$ cat config.mk
export PLATFORM = sky130hd
export DESIGN_NAME = ro_freq_meter
export DESIGN_NICKNAME = d
export VERILOG_FILES = /design/src/rtl/ro_meter_pkg.sv /design/src/rtl/ro_sync_edge.sv /design/src/rtl/ro_freq_meter.sv
export SDC_FILE = /design/constraint.sdc
export NUM_CORES = 1
export LEC_CHECK = 0
export CAP_MARGIN = 25
export CORE_MARGIN = 2
export CORE_UTILIZATION = 25
export CTS_CLUSTER_DIAMETER = 200
export DETAILED_ROUTE_END_ITERATION = 10
export PLACE_DENSITY_LB_ADDON = 0.12
export SYNTH_ARGS = -nofsm -noshare
export SYNTH_HDL_FRONTEND = slang
export SYNTH_SLANG_ARGS = --single-unit
$ cat constraint.sdc
create_clock -name CLK -period 3.07 [get_ports CLK]
set_input_delay 0.614 -clock CLK [delete_from_list [all_inputs] [get_ports CLK]]
set_output_delay 0.614 -clock CLK [all_outputs]
set_load 0.05 [all_outputs]
$ cat src/rtl/ro_meter_pkg.sv
// ---------------------------------------------------------------------------
// ro_meter_pkg
// Shared definitions for the ring-oscillator frequency meter.
//   state_e          : measurement sequencer states
//   SYNC_STAGES_DEF  : default depth of the RO_IN synchroniser
//   SETTLE_CYC_DEF   : default ring settle time in CLK cycles
// ---------------------------------------------------------------------------
package ro_meter_pkg;

    // Sequencer states; BUSY is high whenever the meter is not parked in IDLE.
    typedef enum logic [1:0] {
        IDLE    = 2'd0,
        SETTLE  = 2'd1,
        MEASURE = 2'd2,
        REPORT  = 2'd3
    } state_e;

    localparam int SYNC_STAGES_DEF = 2;
    localparam int SETTLE_CYC_DEF  = 4;

endpackage

$ cat src/rtl/ro_sync_edge.sv
// ---------------------------------------------------------------------------
// ro_sync_edge
// Brings the free-running ring tap into the CLK domain through a chain of
// SYNC_STAGES flops and flags a rising edge of the synchronised level.
//   clk_i   in   CLK domain clock, rising edge
//   rst_ni  in   asynchronous active-low clear of all flops
//   async_i in   ring tap, asynchronous to clk_i
//   rise_o  out  one-cycle flag: synchronised level is 1 and was 0 last cycle
// SYNC_STAGES must be at least 2.
// ---------------------------------------------------------------------------
module ro_sync_edge
    import ro_meter_pkg::*;
#(
    parameter int SYNC_STAGES = SYNC_STAGES_DEF
) (
    input  logic clk_i,
    input  logic rst_ni,
    input  logic async_i,
    output logic rise_o
);

    logic [SYNC_STAGES-1:0] sync_q;
    logic                   prev_q;

    // Shift chain: bit 0 is the metastability-catching flop, the MSB is the
    // settled level. prev_q remembers last cycle's settled level for the
    // edge detector.
    always_ff @(posedge clk_i or negedge rst_ni) begin
        if (!rst_ni) begin
            sync_q <= '0;
            prev_q <= 1'b0;
        end else begin
            sync_q <= {sync_q[SYNC_STAGES-2:0], async_i};
            prev_q <= sync_q[SYNC_STAGES-1];
        end
    end

    assign rise_o = sync_q[SYNC_STAGES-1] & ~prev_q;

endmodule

$ cat src/rtl/ro_freq_meter.sv
// ---------------------------------------------------------------------------
// ro_freq_meter
// Ring-oscillator frequency meter. On START it releases the ring, waits for
// it to settle, counts synchronised rising edges of the ring tap over a
// programmable number of CLK cycles, stops the ring again and reports the
// (saturating) edge count.
//   CLK     in   clock, rising edge
//   R       in   asynchronous active-low reset
//   START   in   measurement request, only looked at while idle
//   WINDOW  in   gate length in CLK cycles, captured with START
//   RO_IN   in   ring tap, asynchronous to CLK
//   RO_STOP out  1 holds the ring stopped (forces the NOR ring output low)
//   BUSY    out  1 while a measurement is in flight, including the DONE cycle
//   DONE    out  one-cycle pulse when COUNT/OVF have just been updated
//   COUNT   out  rising edges seen in the last window, saturating
//   OVF     out  1 if the last window saturated COUNT
// All outputs come straight from flops.
// ---------------------------------------------------------------------------
module ro_freq_meter
    import ro_meter_pkg::*;
#(
    parameter int CNT_W       = 16,
    parameter int WIN_W       = 16,
    parameter int SYNC_STAGES = SYNC_STAGES_DEF,
    parameter int SETTLE_CYC  = SETTLE_CYC_DEF
) (
    input  logic             CLK,
    input  logic             R,
    input  logic             START,
    input  logic [WIN_W-1:0] WINDOW,
    input  logic             RO_IN,
    output logic             RO_STOP,
    output logic             BUSY,
    output logic             DONE,
    output logic [CNT_W-1:0] COUNT,
    output logic             OVF
);

    // Timer value seen in the last SETTLE cycle. With an empty window nothing
    // is ever counted, so the sequencer skips the final settle cycle and
    // jumps to REPORT one cycle early.
    localparam logic [WIN_W-1:0] SETTLE_LAST       = WIN_W'(SETTLE_CYC - 1);
    localparam logic [WIN_W-1:0] SETTLE_LAST_EMPTY = WIN_W'(SETTLE_CYC - 2);
    localparam logic [CNT_W-1:0] CNT_MAX           = '1;

    state_e             state_q, state_d;
    logic [WIN_W-1:0]   win_q, win_d;
    logic [WIN_W-1:0]   timer_q, timer_d;
    logic [CNT_W-1:0]   edge_cnt_q, edge_cnt_d;
    logic               ovf_flag_q, ovf_flag_d;

    logic               ro_stop_q, ro_stop_d;
    logic               busy_q, busy_d;
    logic               done_q, done_d;
    logic [CNT_W-1:0]   count_q, count_d;
    logic               ovf_q, ovf_d;

    logic               edge_rise;

    ro_sync_edge #(
        .SYNC_STAGES (SYNC_STAGES)
    ) u_sync_edge (
        .clk_i   (CLK),
        .rst_ni  (R),
        .async_i (RO_IN),
        .rise_o  (edge_rise)
    );

    // State register. RO_STOP resets to 1 through the async clear, so the
    // ring is stopped the moment R falls, without waiting for CLK.
    always_ff @(posedge CLK or negedge R) begin
        if (!R) begin
            state_q    <= IDLE;
            win_q      <= '0;
            timer_q    <= '0;
            edge_cnt_q <= '0;
            ovf_flag_q <= 1'b0;
            ro_stop_q  <= 1'b1;
            busy_q     <= 1'b0;
            done_q     <= 1'b0;
            count_q    <= '0;
            ovf_q      <= 1'b0;
        end else begin
            state_q    <= state_d;
            win_q      <= win_d;
            timer_q    <= timer_d;
            edge_cnt_q <= edge_cnt_d;
            ovf_flag_q <= ovf_flag_d;
            ro_stop_q  <= ro_stop_d;
            busy_q     <= busy_d;
            done_q     <= done_d;
            count_q    <= count_d;
            ovf_q      <= ovf_d;
        end
    end

    // Next-state logic. One timer serves both the settle delay and the gate
    // window; it is cleared on entry to each phase. The edge counter sticks
    // at all-ones and any further edge raises the internal overflow flag.
    always_comb begin
        state_d    = state_q;
        win_d      = win_q;
        timer_d    = timer_q;
        edge_cnt_d = edge_cnt_q;
        ovf_flag_d = ovf_flag_q;

        case (state_q)
            IDLE: begin
                if (START) begin
                    state_d    = SETTLE;
                    win_d      = WINDOW;
                    timer_d    = '0;
                    edge_cnt_d = '0;
                    ovf_flag_d = 1'b0;
                end
            end

            SETTLE: begin
                timer_d = timer_q + 1'b1;
                if (win_q == '0) begin
                    if (timer_q == SETTLE_LAST_EMPTY) begin
                        state_d = REPORT;
                    end
                end else if (timer_q == SETTLE_LAST) begin
                    state_d = MEASURE;
                    timer_d = '0;
                end
            end

            MEASURE: begin
                timer_d = timer_q + 1'b1;
                if (edge_rise) begin
                    if (edge_cnt_q == CNT_MAX) begin
                        ovf_flag_d = 1'b1;
                    end else begin
                        edge_cnt_d = edge_cnt_q + 1'b1;
                    end
                end
                if (timer_q == win_q - 1'b1) begin
                    state_d = REPORT;
                end
            end

            REPORT: begin
                state_d = IDLE;
            end

            default: begin
                state_d = IDLE;
            end
        endcase
    end

    // Output logic, registered. The ring runs only while settling or
    // measuring. BUSY also spans the cycle after REPORT so it is still high
    // while DONE is presented. COUNT/OVF are loaded on leaving REPORT and
    // otherwise hold.
    always_comb begin
        ro_stop_d = !((state_d == SETTLE) || (state_d == MEASURE));
        busy_d    = (state_d != IDLE) || (state_q != IDLE);
        done_d    = (state_q == REPORT);
        count_d   = count_q;
        ovf_d     = ovf_q;
        if (state_q == REPORT) begin
            count_d = edge_cnt_q;
            ovf_d   = ovf_flag_q;
        end
    end

    assign RO_STOP = ro_stop_q;
    assign BUSY    = busy_q;
    assign DONE    = done_q;
    assign COUNT   = count_q;
    assign OVF     = ovf_q;

endmodule

Yosys cells after proc, flatten, opt, wreduce, memory -nomap -nowiden
Cells that the tools add are included.

Reduce and logical (&&, ||, !) cells: 13. Add/sub/neg operators: 3. Equality and inequality tests: 13. Bitwise operators: 2. Multiplexer cells: 17.

Operators by type and width (number): $mux W16 (5); $pmux W16 S3 (1); $add A16 B1 Y16 const B (2); $eq A16 B2 Y1 const B (2); $pmux W16 S2 (1); $eq A16 B16 Y1 (1); $eq A16 B16 Y1 const B (1); $logic_not A16 Y1 (1); $sub A16 B1 Y16 const B (1); $mux W2 (5); $ne A2 B2 Y1 const B (4); $pmux W2 S4 (1); $reduce_and A4 Y1 (2); $eq A2 B2 Y1 const B (3); $reduce_bool A2 Y1 (3); $eq A2 B1 Y1 const B (2); $reduce_and A2 Y1 (2); $mux W1 (3); $reduce_bool A3 Y1 (1); $logic_not A2 Y1 (1); $logic_or A1 B1 Y1 (2); $pmux W1 S2 (1); $and A1 B1 Y1 (1); $logic_not A1 Y1 (1); $not A1 Y1 (1).

Logic and storage cells: 60. Bits in registers: 74.

Depth between registers and ports, before layout
Gate-level depths: netlist of run 1.

Depth after elaboration: 7. Gate-level depth with buffers: 10.

Cells and area by module
From an unflattened synthesis of run 1, not the netlist that was laid out.

Cell total of the unflattened synthesis: 372. Area total of the unflattened synthesis: 3905.0 um^2.

Modules (own cells, without submodules): ro_freq_meter (cells each 368, instances 1, area each 3816.2 um^2, sequential area each 1778.0 um^2); ro_sync_edge (cells each 4, instances 1, area each 88.8 um^2, sequential area each 75.1 um^2).

Worst setup path before layout of run 1
No wires, ideal clock.

Kind: reg2reg. Start point: reg win_q[0]. End point: reg ro_stop_q, in the netlist RO_STOP. Required time: 3.012 ns. Setup slack: 0.579 ns. Stages on the path, launching flop included: 10. Arrival time: 2.433 ns. Path through: dfrtp_1 inv_1 ha_1 or3b_1 or4_1 nor4_2 nor3_1 o21a_1 ha_1 inv_1.

Longest elaborated chain between the ends: 7. Elaborated cells on any way between the ends: 10.

RTL lines: start, declared (line ro_freq_meter.sv:47) `logic [WIN_W-1:0] win_q, win_d;`; start signal, assigned (line ro_freq_meter.sv:85) `win_q <= win_d;`; $sub A16 B1 Y16 (line ro_freq_meter.sv:139) `if (timer_q == win_q - 1'b1) begin`; $eq A16 B16 Y1 (line ro_freq_meter.sv:139); $mux W2 (line ro_freq_meter.sv:139); $pmux W2 S4 (*) (line ro_freq_meter.sv:107) `case (state_q)`; $eq A2 B1 Y1 / $eq A2 B2 Y1 (equally long branches) (line ro_freq_meter.sv:159) `ro_stop_d = !((state_d == SETTLE) || (state_d == MEASURE));`; $logic_or A1 B1 Y1 (*) (line ro_freq_meter.sv:159); $logic_not A1 Y1 (*) (line ro_freq_meter.sv:159); net ro_stop_d (line ro_freq_meter.sv:52) `logic ro_stop_q, ro_stop_d;`; end signal, assigned (line ro_freq_meter.sv:89) `ro_stop_q <= ro_stop_d;`; end, declared (line ro_freq_meter.sv:52).

The timed path passes the listed nets; every way through them passes the cells marked *. A chain may end at the register's enable or synchronous reset.

Worst setup path in the final report of run 1
Same ends and word-level chain as after synthesis.

==> impl_metrics.csv, run 1 <==
group,metric,value,unit
floorplanning,fp-row-count,45,
synthesis,yosysWarnings,0,
grt,gr-total-overflow,0,
synthesis,syn_area,3930,um2
drt,drt_iter0_drc,104,
synthesis,synthAdderAreaFrac,3.184,%
clocking,cts_tree,"built",
synthesis,ys_seq_area_share,47.15,%
synthesis,muxShareOfSynthArea,9.710,%
grt,grt_max_degree,75,
floorplanning,die_h,129.4,um
timing,finalHoldViolCount,0,
setup_path,cp_top_family,"simple AND/OR/NAND/NOR gates",
timing,fin_setup_tns,0,ns
synthesis,synth_edf_count,0,
drt,wirelength,9082,um
final_layout,layout.nets,441,
synthesis,synth_compound_area_share,7.291,%
synthesis,synthXorXnorAreaFrac,10.03,%
grt,antenna_found_initial,0,
place,pre_cts_slack,0.3285,ns
run_status,status,"finished clean",
setup_path,cpPeakStageDelay,0.46,ns
power,power_density,668.7,nW/um2
timing,maxSlewViolCount,0,
power,p_leak,2.074,nW
synthesis,async_flop_share,100.0,%
drt,ant_nets,0,
clocking,clk_pin_slew,0.06,ns
synthesis,synth_ff_type,"dfrtp_1",
power,p_total,3.268,mW
clocking,hold_buffers,0,
clocking,cts_setup_buffers,0,
synthesis,ys_top_cells_by_area,"dfrtp_1 (46%), mux2_2 (9.5%), xor2_1 (7.8%), nor2_1 (3.5%), ha_1 (3.2%)",
synthesis,synth_cell_types,57,
setup_path,crit_path_end_kind,"flop",
synthesis,yosys.area.top_type,"dfrtp_1",
setup_path,crit_slowest_cell,"or3b_1",
synthesis,synth_top_cell_area_share,46.48,%
timing,grt_setup_unrepaired,"no",
synthesis,synth-simple-area-share,19.64,%
drt,drt-wirelength-per-cell,14.48,um
place,gp_congestion,0.8780,
setup_path,arrival,3.02,ns
synthesis,synth_cells,370,
grt,grt_pass1_wl,15280,um
final_layout,stdcell_count,627,
grt,first_global_vias,2840,
synthesis,synth_nets,400,
setup_path,r2r_cells,10,
clocking,insertion_delay,0.35,ns
timing,clock-skew-final,0.009018,ns
floorplanning,fp.dieW,129.4,um
clocking,h-tree-depth,3,
drt,vias_per_cell,4.522,
floorplanning,ios,40,
clocking,cts_sinks,74,
synthesis,synth_top_family_by_area,"simple AND/OR/NAND/NOR gates",
floorplanning,dieArea,16740,um2
final_layout,syn2layout_area_growth,24.36,%
timing,setup_ws,0.3458,ns
final_layout,n_antenna_cell,0,
setup_path,reg2reg_to,"RO_STOP",
clocking,cts_buffers,9,
power,seq_power_share,40.2,%
final_layout,drive_gt1_share,15.63,%
power,combPwrFrac,27.2,%
setup_path,rr_startpoint,"win_q[0]",
clocking,ctsRootBufferMaster,"clkbuf_16",
place,dp_hpwl,6503,um
timing,worst_pin_slew,0.8534,ns
drt,route.vias.total,2835,
power,switching_share,33.79,%
timing,slew_headroom,43.11,%
setup_path,required,3.37,ns
timing,fin_crit_sh,88.74,%
drt,drt_pass1_iterations,4,
place,port_buffers,39,
clocking,clockBufferDepth,2,
timing,hold_slack,0.1977,ns
floorplanning,start_util,25.76,%
place,place_inst,610,
floorplanning,core,15260,um2
timing,fmax,0.3671,GHz
setup_path,crit_fanout,7,
power,pwr-share-clk,32.6,%
power,peakVddDrop,0.3446,mV
setup_path,r2r_setup_slack,0.35,ns
setup_path,crit_path_start_kind,"flop",
worst_hold_path,worst_hold_path_type,"input pin to async pin",
power,p_int,2.164,mW
timing,finalCriticalPeriod,2.724,ns
timing,setup_violations,0,
synthesis,synth.avg_cell_area,10.62,um2
synthesis,ys_ff_latch,74,
setup_path,worstSetupPathType,"flop to flop",
drt,drc,0,
setup_path,cp_cell_sequence,"inv_1 > ha_1 > or3b_1 > nor4_2 > o41a_1 > o221ai_1 > nand4b_1 > o21a_1 > ha_1 > inv_1",
power,net-switching-power,1.104,mW
grt,grt_usage,12.05,%
setup_path,timing.critical_path.buf_inv,2,
run,drv_cap,0,
clocking,ctsResizeCount,0,
how the worst max path moves through the flow:
stage,start,to,slack [ns],cells after the start
global placement,win_q[0],RO_STOP,0.40,10
floorplan,win_q[0],RO_STOP,0.58,9
CTS,win_q[0],RO_STOP,0.33,10
finish,win_q[0],RO_STOP,0.35,10
global route,win_q[0],RO_STOP,0.1,10
detailed placement,win_q[0],RO_STOP,0.33,10
routing by layer:
layer	track usage [%]	vias to the layer above	wire [um]
li1	-	1410	-
met1	17.30	1376	4841
met2	17.09	37	3769
met3	2.064	12	241
met4	6.714	0	230
met5	0	-	0
placed cells by master, fill, tap and decap left out, drive strengths merged, types with 4 or more instances in the layout:
master / n
ha: 10
buf: 9
and3: 8
nand2: 21
nand4: 7
nor4: 6
or4: 10
inv: 12
o31ai: 4
xnor2: 10
nor3: 9
dfrtp: 73
and2: 4
clkbuf: 12
or3: 4
xor2: 35
nand3: 11
o21ai: 7
nor2: 38
mux2: 33
clkdlybuf4s50: 38
power by group through the flow:
stage	Sequential (mW)	Combinational, mW	Clock [mW]
6_report	1.32	0.888	1.06
3_3_place_gp	1.33	0.894	0
5_1_grt	1.35	0.993	1.15
3_5_place_dp	1.33	0.890	0
4_1_cts	1.32	0.895	1.11
2_1_floorplan	1.28	0.658	0
registers in the layout (all words and copies together), names as in the netlist:
| name | flops |
|---|---|
| win_q | 16 |
| OVF | 1 |
| timer_q | 16 |
| RO_STOP | 1 |
| u_sync_edge.prev_q | 1 |
| ovf_flag_q | 1 |
| COUNT | 16 |
| state_q | 2 |
| BUSY | 1 |
| edge_cnt_q | 16 |
| DONE | 1 |
| u_sync_edge.sync_q | 2 |
synth_stat cells (2+ instances only):
cell type / count
o22ai_1: 2
nand3b_1: 2
nand4_1: 7
nand3_1: 11
and2_1: 4
xor2_1: 35
nor3b_1: 2
o21a_1: 2
nand4b_1: 3
a311oi_1: 2
nor4_2: 2
nor2_1: 37
a31oi_1: 2
o221ai_1: 2
nor3_1: 8
o21ai_0: 7
ha_1: 10
a211oi_1: 2
nor4_1: 4
or4_1: 9
and4_1: 3
dfrtp_1: 73
nand2b_1: 3
or2_2: 2
and3_1: 8
o31a_1: 3
inv_1: 12
a21oi_1: 3
mux2_2: 33
clkbuf_1: 14
o31ai_1: 4
xnor2_1: 10
nand2_1: 21
nor2b_1: 2
or3_1: 4
metrics by stage:
stage | utilization [%] | cell area, um2
2_1_floorplan | - | 3930
3_3_place_gp | 29.90 | 4562
6_report | 32.03 | 4887
3_5_place_dp | 29.90 | 4562
5_1_grt | 32.03 | 4887
4_1_cts | 31.85 | 4860
cell families after synthesis:
family	count (synthesis)
AND/OR/NAND/NOR	139
flip-flops	74
XOR/XNOR	45
AO/OA/AOI/OAI	39
multiplexers	34
buffers and inverters	29
adder cells (fa/ha/maj)	10
final cells by class:
cell class                      instances  area, um2
Clock buffer                           12      246.5
Sequential cell                        74       1853
Tap cell                              211      264.0
Fill cell                            1580      10370
Clock inverter                          4      51.30
Multi-Input combinational cell        267       1959
Timing Repair Buffer                   47      467.9
Inverter                               12      45.04
Note: power is estimated with default switching activity, not from simulation.
==> run 2: changes to the inputs <==
==> constraint.sdc (replaced) <==
create_clock -name CLK -period 2.5 [get_ports CLK]
set_input_delay 0.5 -clock CLK [delete_from_list [all_inputs] [get_ports CLK]]
set_output_delay 0.5 -clock CLK [all_outputs]
set_load 0.05 [all_outputs]
==> run 2 against run 1 <==
  * Setup slack lost 0.29 ns
  * First-iteration DRC count up 21%
  * Register-to-register slack lost 0.29 ns
  * Clock-buffer cell count decreased by 2
  * Clock skew decreased by 0.0032 ns
  * Global-route usage increased by 0.53 points
  * Hold slack worse by 0.043 ns
  * Critical endpoint unchanged
  * Largest cell class unchanged
  * Highest routed layer unchanged
==> impl_metrics.csv, run 2 (same netlist as run 1, synthesis figures left out) <==
group,metric,value,unit
run_status,status,"finished clean",
timing,fmax,0.4084,GHz
drt,vias_per_cell,4.436,
timing,setup_violations,0,
clocking,h-tree-depth,3,
timing,hold_slack,0.1547,ns
final_layout,layout_common_cells,"dfrtp_1 (72), buf_4 (55), clkdlybuf4s50_1 (38)",
grt,grt_pass1_wl,16110,um
setup_path,crit_fanout,5,
floorplanning,fp-row-count,45,
timing,grt_setup_unrepaired,"yes",
final_layout,nFillCells,1560,
run,drv_cap,0,
floorplanning,core,15260,um2
final_layout,multi_input_area,2048,um2
clocking,cts_buffers,9,
drt,drt_iter0_drc,126,
timing,fin_crit_sh,97.94,%
timing,slew_headroom,62.75,%
drt,route.vias.total,2994,
drt,drc,0,
clocking,clk_pin_slew,0.06,ns
place,port_buffers,39,
clocking,ctsRootBufferMaster,"clkbuf_16",
grt,use_met3,1.899,%
place,place_inst,656,
clocking,hold_buffers,0,
power,p_total,4.299,mW
clocking,cts_tree,"built",
grt,gr-total-overflow,0,
grt,grt_usage,12.57,%
timing,finalCriticalPeriod,2.449,ns
clocking,insertion_delay,0.34,ns
power,peakVddDrop,0.4126,mV
final_layout,regArea,1854,um2
floorplanning,die_h,129.4,um
timing,finalHoldViolCount,0,
timing,worst_pin_slew,0.5587,ns
setup_path,required,2.79,ns
drt,drt-wirelength-per-cell,14.24,um
final_layout,layout.nets,489,
power,power_density,807.0,nW/um2
final_layout,n_antenna_cell,0,
place,dp_hpwl,7191,um
clocking,clockBufferDepth,2,
grt,grt_max_degree,40,
floorplanning,dieArea,16740,um2
setup_path,crit_path_end_kind,"flop",
timing,clock-skew-final,0.005781,ns
setup_path,arrival,2.73,ns
floorplanning,fp.dieW,129.4,um
worst_hold_path,worst_hold_path_type,"input pin to async pin",
grt,grtUsageMet1,18.10,%
clocking,cts_sinks,74,
final_layout,stdcell_count,675,
final_layout,final_common_cell,"dfrtp_1",
grt,antenna_found_initial,0,
power,p_leak,2.340,nW
setup_path,crit_path_start_kind,"flop",
grt,top_usage_layer,"met2",
grt,grt_use_met2,18.36,%
place,gp_congestion,0.8220,
drt,drt_pass1_iterations,4,
final_layout,syn2layout_area_growth,35.53,%
drt,wirelength,9609,um
timing,maxSlewViolCount,0,
floorplanning,start_util,25.76,%
grt,first_global_vias,3094,
final_layout,drive_gt1_share,27.37,%
floorplanning,ios,40,
drt,ant_nets,0,
setup_path,worstSetupPathType,"flop to flop",
## run 2: worst paths after layout
path                                       start                     to  slack, ns  cells after the start
max                                     win_q[0]                RO_STOP       0.05                      9
min                                            R               win_q[6]       0.15                      1
max reg2reg                             win_q[0]                RO_STOP       0.05                      9
min reg2reg                u_sync_edge.sync_q[0]  u_sync_edge.sync_q[1]       0.35                      0
max in group asynchronous                      R            timer_q[15]       1.78                      2
min in group CLK           u_sync_edge.sync_q[0]  u_sync_edge.sync_q[1]       0.35                      0
## run 2: through the flow
step	utilization, %	TNS (ns)	worst slack (ns)	cell area [um2]
6_report	34.91	0	0.05141	5326
5_1_grt	34.91	-0.06928	-0.05844	5326
4_1_cts	34.43	0	0.0008187	5254
3_5_place_dp	32.24	-0.3036	-0.1351	4920
3_3_place_gp	32.24	-0.1842	-0.04941	4920
2_1_floorplan	-	0	0.008894	3930
## run 2: cell type report
cell class | count | share of cell area, %
tap | 211 | 4.957
clock inverter | 6 | 0.7987
sequential | 74 | 34.81
multi-input combinational | 267 | 38.45
clock buffer | 10 | 4.487
inverter | 12 | 0.8457
timing repair buffer | 95 | 15.64
## run 2: layer usage
layer | vias to the layer above | routed length (um)
met3 | 12 | 238
met1 | 1447 | 5123
met4 | 0 | 203
met5 | - | 0
li1 | 1495 | -
met2 | 40 | 4042
## run 2: critical path, cell delays in order, from the launching register on
cell and delay [ns]:
dfrtp_1 0.37, inv_1 0.06, ha_2 0.17, or3b_4 0.45
or4_4 0.57, nor4_4 0.17, nor3_1 0.09, o21a_1 0.18
ha_1 0.28, inv_1 0.05
## run 2: timing repair
| item | CTS | global route |
|---|---|---|
| gates cloned | 0 | 0 |
| pin swaps | 0 | 1 |
| buffers inserted | 1 | 2 |
| resized for setup | 6 | 11 |
| endpoints found under the setup margin | 4 | 8 |
## run 2: where the power goes
| part | internal (mW) | leakage, nW | switching [mW] |
|---|---|---|---|
| Clock | 0.698 | 0.134 | 0.517 |
| Sequential | 1.36 | 0.981 | 0.136 |
| Combinational | 0.756 | 1.22 | 0.829 |
| Total | 2.82 | 2.34 | 1.48 |
==> run 3: changes to the inputs <==
--- a/config.mk
+++ b/config.mk
@@ -6,10 +6,12 @@
 export NUM_CORES = 1
 export LEC_CHECK = 0
 export CAP_MARGIN = 25
+export CORE_ASPECT_RATIO = 0.75
 export CORE_MARGIN = 2
-export CORE_UTILIZATION = 25
+export CORE_UTILIZATION = 51
 export CTS_CLUSTER_DIAMETER = 200
 export DETAILED_ROUTE_END_ITERATION = 10
+export MAX_ROUTING_LAYER = met4
 export PLACE_DENSITY_LB_ADDON = 0.12
 export SYNTH_ARGS = -nofsm -noshare
 export SYNTH_HDL_FRONTEND = slang
==> run 3 against run 2 <==
  * The run now ends with setup timing left
  * Via count up 4.0%
  * Hold slack better by 0.10 ns
  * Routed wire length down 7.7%
  * Clock skew up 0.0088 ns
  * Design area down 6.3%
  * Total power down 8.7%
  * Critical endpoint is now timer_q[11]
==> impl_metrics.csv, run 3 (same netlist as run 1, synthesis figures left out) <==
group,metric,value,unit
final_layout,syn2layout_area_growth,26.97,%
setup_path,arrival,2.74,ns
drt,drt-wirelength-per-cell,16.05,um
setup_path,required,2.74,ns
setup_path,cpPeakStageDelay,0.56,ns
timing,setup_ws,-0.003075,ns
drt,drt_pass1_iterations,4,
setup_path,crit_path_end_kind,"flop",
drt,drc,0,
setup_path,crit_fanout,13,
grt,first_global_vias,2968,
clocking,cts_tree,"built",
run,drv_cap,0,
grt,grt_max_degree,75,
clocking,clockBufferDepth,2,
grt,grt_usage,23.50,%
timing,fin_crit_sh,100.1,%
place,pre_cts_slack,-0.1180,ns
drt,wirelength,8873,um
grt,grt_pass1_wl,14830,um
setup_path,crit_path_start_kind,"flop",
drt,vias_per_cell,5.633,
final_layout,drive_gt1_share,25.88,%
timing,finalHoldViolCount,0,
floorplanning,fp-row-count,27,
final_layout,n_antenna_cell,0,
setup_path,timing.critical_path.buf_inv,2,
worst_hold_path,worst_hold_path_type,"input pin to async pin",
run_status,status,"complete, but fails checks",
timing,maxSlewViolCount,0,
timing,finalCriticalPeriod,2.503,ns
clocking,h-tree-depth,3,
final_layout,final_common_cell,"dfrtp_1",
floorplanning,core,7398,um2
setup_path,worstSetupPathType,"flop to flop",
power,power_density,786.3,nW/um2
floorplanning,dieArea,8431,um2
drt,route.vias.total,3115,
drt,ant_nets,0,
grt,use_met3,6.531,%
floorplanning,start_util,53.12,%
run_status,violations,"setup timing",
floorplanning,ios,40,
grt,top_usage_layer,"met1",
setup_path,cp_cell_sequence,"or4_4 > or3_4 > o41a_1 > buf_4 > o21a_1 > nor2_4 > buf_12 > nor2_1",
timing,setup_violations,4,
clocking,insertion_delay,0.36,ns
clocking,cts_buffers,9,
floorplanning,fp.dieW,105.4,um
grt,gr-total-overflow,0,
setup_path,cp_top_family,"simple AND/OR/NAND/NOR gates",
clocking,ctsRootBufferMaster,"clkbuf_8",
place,port_buffers,39,
timing,clock-skew-final,0.01458,ns
grt,antenna_found_initial,0,
place,gp_congestion,0.9248,
clocking,clk_pin_slew,0.09,ns
timing,worst_pin_slew,0.9195,ns
clocking,cts_sinks,74,
place,place_area,4679,um2
timing,slew_headroom,38.70,%
place,dp_hpwl,6298,um
grt,grt_use_met2,31.42,%
timing,grt_setup_unrepaired,"yes",
setup_path,crit_slowest_cell,"or4_4",
timing,fmax,0.3995,GHz
drt,drt_iter0_drc,125,
final_layout,layout.nets,477,
final_layout,fin_area,4990,um2
grt,grtUsageMet1,34.69,%
clocking,hold_buffers,0,
power,p_leak,2.225,nW
final_layout,layout_common_cells,"dfrtp_1 (73), buf_4 (44), clkdlybuf4s50_1 (38)",
power,peakVddDrop,0.6960,mV
floorplanning,die_h,80.02,um
==> run 3: changes by cell type in the layout (fill, tap and decap cells not counted), moves of 2 or more <==
cell | previous run | this run
buf_4 | 55 | 44
clkbuf_16 | 9 | 0
clkbuf_8 | 1 | 10
clkinv_2 | 2 | 0
inv_1 | 12 | 10
inv_2 | 0 | 2
inv_6 | 0 | 2
==> run 3: worst paths after layout <==
path	start	to	slack, ns	cells after the start
max	timer_q[4]	timer_q[11]	-0.003	8
min	R	win_q[9]	0.26	1
max reg2reg	timer_q[4]	timer_q[11]	-0.003	8
min reg2reg	u_sync_edge.sync_q[0]	u_sync_edge.sync_q[1]	0.36	0
max in group asynchronous	R	win_q[13]	1.61	1
min in group CLK	u_sync_edge.sync_q[0]	u_sync_edge.sync_q[1]	0.36	0
==> run 3: stage by stage <==
stage          hold slack (ns)  utilization [%]  total power [mW]  setup TNS (ns)  instances
3_5_place_dp            0.3418            63.25             2.902         -0.1779        534
6_report                0.2561            67.44             3.924       -0.007314        553
2_1_floorplan           0.2044                -             2.376               0        370
4_1_cts                 0.3150            66.57             3.853               0        551
3_3_place_gp            0.3391            63.25             2.864        -0.01193        534
5_1_grt                 0.3614            67.44             4.178          -1.168        553
==> run 3: per-layer routing <==
layer / vias to the layer above / wire length [um]
met5: - / 0
met1: 1529 / 4476
met3: 19 / 574
met4: 0 / 157
li1: 1472 / -
met2: 95 / 3665
==> run 3: cell type report <==
type                       count  area (um2)
clock inverter                 6       48.80
inverter                      12       45.04
tap                          101       126.4
fill                         585        2409
clock buffer                  10       137.6
sequential                    74        1853
multi-input combinational    267        2048
timing repair buffer          83       730.7
==> run 3: worst register-to-register path, delay by kind of cell (launching register included) <==
kind                   cells  cell delay (ns)
AOI/OAI and AO/OA          2             0.63
buffers and inverters      2             0.29
DFF                        1             0.39
and+or+nand+nor            4             1.10
==> run 3: timing repair <==
action / in CTS / in global routing
buffers inserted: 1 / 2
endpoints found under the setup margin: 2 / 15
pin swaps: 3 / 6
gates resized for setup: 12 / 7
==> run 3: power by group <==
group	internal (mW)	switching, mW
Sequential	1.36	0.137
Combinational	0.714	0.841
Clock	0.396	0.478
Total	2.47	1.46
